--- src/rtl/button_gate_pkg.sv ---
// Shared types and gate evaluation for the N-button logic gate demo.
package button_gate_pkg;

  typedef enum logic [1:0] {
    MODE_AND  = 2'd0,
    MODE_OR   = 2'd1,
    MODE_XOR  = 2'd2,
    MODE_XNOR = 2'd3
  } mode_e;

  localparam mode_e MODE_RESET = MODE_XOR;
  localparam int    GATE_MAX   = 32;

  // Only the low n bits of a take part; n is a static parameter at every call site.
  function automatic logic gate_eval(input logic [GATE_MAX-1:0] a, input int n, input mode_e m);
    logic r_and, r_or, r_xor, r;
    r_and = 1'b1;
    r_or  = 1'b0;
    r_xor = 1'b0;
    for (int i = 0; i < GATE_MAX; i++) begin
      if (i < n) begin
        r_and &= a[i];
        r_or  |= a[i];
        r_xor ^= a[i];
      end
    end
    case (m)
      MODE_AND: r = r_and;
      MODE_OR:  r = r_or;
      MODE_XOR: r = r_xor;
      default:  r = ~r_xor;
    endcase
    return r;
  endfunction

endpackage

--- src/rtl/btn_debounce.sv ---
// Two-flop synchroniser plus consecutive-sample debouncer for one active-low button.
module btn_debounce #(
  parameter int DEBOUNCE_CYCLES = 240000
) (
  input  logic clk,
  input  logic rst,
  input  logic raw_n,
  output logic level,
  output logic rise
);

  localparam int              CNT_W    = $clog2(DEBOUNCE_CYCLES + 1);
  localparam logic [CNT_W-1:0] CNT_LAST = CNT_W'(DEBOUNCE_CYCLES - 1);

  logic             sync1_q, sync2_q;
  logic             state_q, state_d;
  logic [CNT_W-1:0] cnt_q, cnt_d;
  logic             synced, differ, accept;

  assign synced = ~sync2_q;
  assign differ = synced != state_q;
  assign accept = differ && (cnt_q == CNT_LAST);

  // Any matching sample drops the count, so only unbroken runs can flip the state.
  always_comb begin
    state_d = state_q;
    cnt_d   = '0;
    if (differ) begin
      if (accept) state_d = ~state_q;
      else        cnt_d   = cnt_q + 1'b1;
    end
  end

  always_ff @(posedge clk) begin
    if (rst) begin
      sync1_q <= 1'b1;
      sync2_q <= 1'b1;
      state_q <= 1'b0;
      cnt_q   <= '0;
    end else begin
      sync1_q <= raw_n;
      sync2_q <= sync1_q;
      state_q <= state_d;
      cnt_q   <= cnt_d;
    end
  end

  assign level = state_q;
  // Press accepted on this edge: state is about to go 0 -> 1.
  assign rise  = accept & synced;

endmodule

--- src/rtl/button_gate_n.sv ---
// N debounced active-low buttons into a mode-selectable gate; result and mode on active-low LEDs.
module button_gate_n
  import button_gate_pkg::*;
#(
  parameter int N_BTN           = 2,
  parameter int DEBOUNCE_CYCLES = 240000
) (
  input  logic             clk,
  input  logic             rst,
  input  logic [N_BTN-1:0] btn_n,
  input  logic             btn_mode_n,
  output logic             led_r,
  output logic             led_g,
  output logic             led_b,
  output logic             q_o,
  output logic [1:0]       mode_o
);

  logic [N_BTN:0] raw_n, lvl, rise;

  // Index N_BTN is the mode button; it shares the same debounce path.
  assign raw_n = {btn_mode_n, btn_n};

  for (genvar i = 0; i <= N_BTN; i++) begin : g_db
    btn_debounce #(
      .DEBOUNCE_CYCLES(DEBOUNCE_CYCLES)
    ) u_db (
      .clk  (clk),
      .rst  (rst),
      .raw_n(raw_n[i]),
      .level(lvl[i]),
      .rise (rise[i])
    );
  end

  logic unused_sig;
  assign unused_sig = ^{rise[N_BTN-1:0], lvl[N_BTN]};

  mode_e               mode_q, mode_d;
  logic                q_q, q_d;
  logic                led_r_q, led_g_q, led_b_q;
  logic [GATE_MAX-1:0] gate_vec;

  assign gate_vec = GATE_MAX'(lvl[N_BTN-1:0]);

  always_comb begin
    mode_d = rise[N_BTN] ? mode_e'(mode_q + 2'd1) : mode_q;
    q_d    = gate_eval(gate_vec, N_BTN, mode_q);
  end

  always_ff @(posedge clk) begin
    if (rst) begin
      mode_q  <= MODE_RESET;
      q_q     <= 1'b0;
      led_r_q <= 1'b1;
      led_g_q <= 1'b1;
      led_b_q <= 1'b1;
    end else begin
      mode_q  <= mode_d;
      q_q     <= q_d;
      led_r_q <= ~q_d;
      led_g_q <= ~mode_q[0];
      led_b_q <= ~mode_q[1];
    end
  end

  assign q_o    = q_q;
  assign led_r  = led_r_q;
  assign led_g  = led_g_q;
  assign led_b  = led_b_q;
  assign mode_o = mode_q;

endmodule

--- config.mk ---
export PLATFORM = sky130hd
export DESIGN_NAME = button_gate_n
export DESIGN_NICKNAME = d
export VERILOG_FILES = /design/src/rtl/button_gate_pkg.sv /design/src/rtl/btn_debounce.sv /design/src/rtl/button_gate_n.sv
export SDC_FILE = /design/constraint.sdc
export NUM_CORES = 1
export LEC_CHECK = 0
export ABC_CLOCK_PERIOD_IN_PS = 2460
export CAP_MARGIN = 20
export CELL_PAD_IN_SITES_DETAIL_PLACEMENT = 1
export CELL_PAD_IN_SITES_GLOBAL_PLACEMENT = 1
export CORE_MARGIN = 8
export CORE_UTILIZATION = 47
export CTS_CLUSTER_DIAMETER = 100
export DETAILED_ROUTE_END_ITERATION = 8
export PLACE_DENSITY_LB_ADDON = 0.1
export SYNTH_ARGS = -nofsm -noshare
export SYNTH_HDL_FRONTEND = slang
export SYNTH_SLANG_ARGS = --single-unit
--- constraint.sdc ---
create_clock -name clk -period 2.46 [get_ports clk]
set_input_delay 0.492 -clock clk [delete_from_list [all_inputs] [get_ports clk]]
set_output_delay 0.492 -clock clk [all_outputs]
set_load 0.005 [all_outputs]
==> impl_metrics.py <==
metrics = {
    "synthesis": {
        "synthFlopType": "dfxtp_1",
        "yosysWarnings": 0,
        "synth-xor-area-share": 0.1109,
        "seq_area_frac_synth": 0.4484,
        "synth_cell_types": 44,
        "ys_async_sr_fraction": 0,
        "synth_edf_count": 0,
        "synth_top_family_by_area": "simple AND/OR/NAND/NOR gates",
        "netlist_instances": 342,
        "yosys.area_share.simple": 0.2868,
        "ys_seq_elements": 69,
        "synthAdderAreaFrac": 0.03656,
        "syn_avg_cell_area_um2": 9.007,
        "synth-compound-area-share": 0.08205,
        "synth_area_mm2": 0.003080,
        "syn-num-nets": 356,
        "synth_mux_area_frac": 0,
    },
    "floorplan": {
        "core_mm2": 0.006350,
        "initial_utilization": 0.4851,
        "dieArea_mm2": 0.009400,
        "io_pins": 11,
        "dieWidth_um": 96.96,
        "std_cell_rows": 29,
        "die_y_um": 96.96,
    },
    "grt": {
        "grt_pass1_wl_mm": 11.66,
        "grt_antenna_before_repair": 0,
        "grt_overflow_total": 0,
        "grt_pass1_vias": 2500,
        "grt_max_degree": 18,
        "gr-usage-all-layers": 0.1481,
    },
    "sta": {
        "max_slew_margin": 0.7072,
        "worst_pin_slew_ns": 0.4358,
        "hold_viol_final": 0,
        "final-max-slew-violation-count": 0,
        "fin_crit_ns": 1.950,
        "setup_tns_ns": 0,
        "finClkSkew_ns": 0.006359,
        "final.period_utilization": 0.7928,
        "rsz0062_at_grt": "no",
        "layout_setup_ws_ns": 0.5098,
        "max_freq_ghz": 0.5128,
        "setup_viol": 0,
    },
    "worst_setup_path": {
        "worstPathRequired_ns": 2.67,
        "critPathCaptureType": "register",
        "path_delay_family": "simple AND/OR/NAND/NOR gates",
        "r2r_slack_ns": 0.51,
        "critPathBufInv": 0,
        "path_class": "reg2reg",
        "critPathMaxStageDelay_ns": 0.53,
        "crit_path_max_fanout": 16,
        "start_kind": "register",
        "cp_cell_sequence": "or4_1 > nor4_2 > a21o_2 > nor2_1",
        "cp.arrival_ns": 2.16,
        "crit_slowest_cell": "or4_1",
    },
    "min_path": {
        "hp-class": "reg2reg",
    },
    "route": {
        "drc": 0,
        "wl_per_cell_um": 15.14,
        "ant_nets": 0,
        "first_iter_violations": 91,
        "num_vias": 2450,
        "first_pass_iters": 4,
        "via_per_inst": 5.568,
        "finalWirelength_mm": 6.663,
    },
    "clock_network": {
        "cts-buffers-inserted": 9,
        "cts_tree": "done",
        "cts_setup_buffers": 0,
        "hold_buffers": 0,
        "cts_root_buf": "clkbuf_8",
        "clkTransAtPathRegs_ns": 0.07,
        "cts_sinks": 69,
        "htreeDepth": 3,
        "cts_buffer_depth": 2,
        "cts-resized-gates": 0,
        "clock_latency_ns": 0.34,
    },
    "power_and_ir_drop": {
        "finalPower_w": 0.002201,
        "vdd_drop_max_mv": 0.5072,
        "power_density_mw_per_mm2": 631.9,
        "p_leak_nw": 1.063,
    },
    "layout": {
        "regArea_mm2": 0.001381,
        "fill_cells": 758,
        "syn2layout_area_growth_pct": 13.08,
        "fin_nets": 372,
        "multi_input_area_mm2": 0.001590,
        "drive_gt1_frac": 0.09917,
        "num_antenna_cells": 0,
    },
    "run_status": {
        "status": "finished clean",
    },
    "place": {
        "io_buffers": 10,
        "place_hpwl_mm": 4.575,
        "gp_congestion": 0.7965,
        "pre_cts_slack_ns": 0.4957,
    },
    "flow_run": {
        "max-cap-violations": 0,
    },
}
-- sequential cells by signal (all words and copies together), names as in the netlist, 2 cells and up --
signal and cells:
g_db.u_db.cnt_q 54, g_db.u_db.level 3, g_db.u_db.sync1_q 3, g_db.u_db.sync2_q 3, mode_o 2
-- layer usage --
metal | global-route usage | routed length [µm]
met1 | 0.1810 | 3266
met2 | 0.2354 | 3103
met3 | 0.03983 | 184
met4 | 0.06982 | 109
met5 | 0 | 0
-- per-stage QoR --
stage               area [µm²]    util  hold WS, ns  std cells
floorplan                 3080       -       0.3895        342
global placement          3258  0.5131       0.3968        424
detailed placement        3258  0.5131       0.4024        424
CTS                       3483  0.5486       0.4255        440
global route              3483  0.5486       0.4333        440
finish                    3483  0.5486       0.4185        440
-- cells in the mapped netlist, types with 3 or more instances --
| library cell | number | area share |
|---|---|---|
| dfxtp_1 | 69 | 0.45 |
| or2_2 | 8 | 0.016 |
| or3_1 | 4 | 0.0081 |
| nand2b_1 | 5 | 0.010 |
| o31ai_1 | 6 | 0.015 |
| nor2_1 | 48 | 0.058 |
| nor4_1 | 7 | 0.014 |
| a311oi_1 | 3 | 0.0085 |
| nor3_1 | 10 | 0.016 |
| inv_1 | 14 | 0.017 |
| nand2_1 | 18 | 0.022 |
| and3_1 | 3 | 0.0061 |
| buf_4 | 3 | 0.0073 |
| xnor2_1 | 25 | 0.071 |
| nand4_1 | 14 | 0.028 |
| and4_1 | 3 | 0.0085 |
| xor2_1 | 14 | 0.040 |
| buf_2 | 5 | 0.0081 |
| nand3_1 | 18 | 0.029 |
| ha_1 | 9 | 0.037 |
| a21oi_1 | 14 | 0.023 |
| or4_1 | 9 | 0.022 |
| o21ai_0 | 6 | 0.0097 |
-- cell type report --
class,instances,area share
Sequential cell,69,0.3966
Inverter,14,0.01509
Multi-Input combinational cell,249,0.4565
Clock inverter,4,0.02011
Clock buffer,12,0.04454
Timing Repair Buffer,15,0.03951
Tap cell,77,0.02766
-- final timing paths --
| check | end | start | cells past startpoint |
|---|---|---|---|
| worst max-delay path | g_db[1].u_db.cnt_q[8] | g_db[1].u_db.cnt_q[9] | 4 |
| worst min-delay path | g_db[2].u_db.sync2_q | g_db[2].u_db.sync1_q | 1 |
| worst max register to register | g_db[1].u_db.cnt_q[8] | g_db[1].u_db.cnt_q[9] | 4 |
| worst min register to register | g_db[2].u_db.sync2_q | g_db[2].u_db.sync1_q | 1 |
-- kinds of logic after synthesis --
family,Yosys count
adder cells (fa/ha/maj),9
XOR/XNOR,39
buffers and inverters,24
flip-flops,69
AO/OA/AOI/OAI,39
AND/OR/NAND/NOR,162
-- cell usage in the layout, fill, tap and decap left out, drive strengths merged, types with 4 or more instances in the layout --
master and count:
or3 4, o21ai 6, or2 9, or4 10, xnor2 25, clkdlybuf4s50 10, nand2b 5, buf 5
nor2 48, o31ai 6, nand3 19, nand4 14, nor3 10, nor4 9, dfxtp 69, xor2 14
a21oi 15, nand2 18, clkbuf 12, and4 4, inv 14, ha 9
-- where the power goes --
part | leakage, nW | internal [W] | switching, W | total, W
Clock | 0.116 | 0.000624 | 0.000418 | 0.00104
Sequential | 0.558 | 0.00112 | 0.00000364 | 0.00113
Combinational | 0.389 | 0.0000165 | 0.0000160 | 0.0000324
Note: power is estimated with default switching activity, not from simulation.
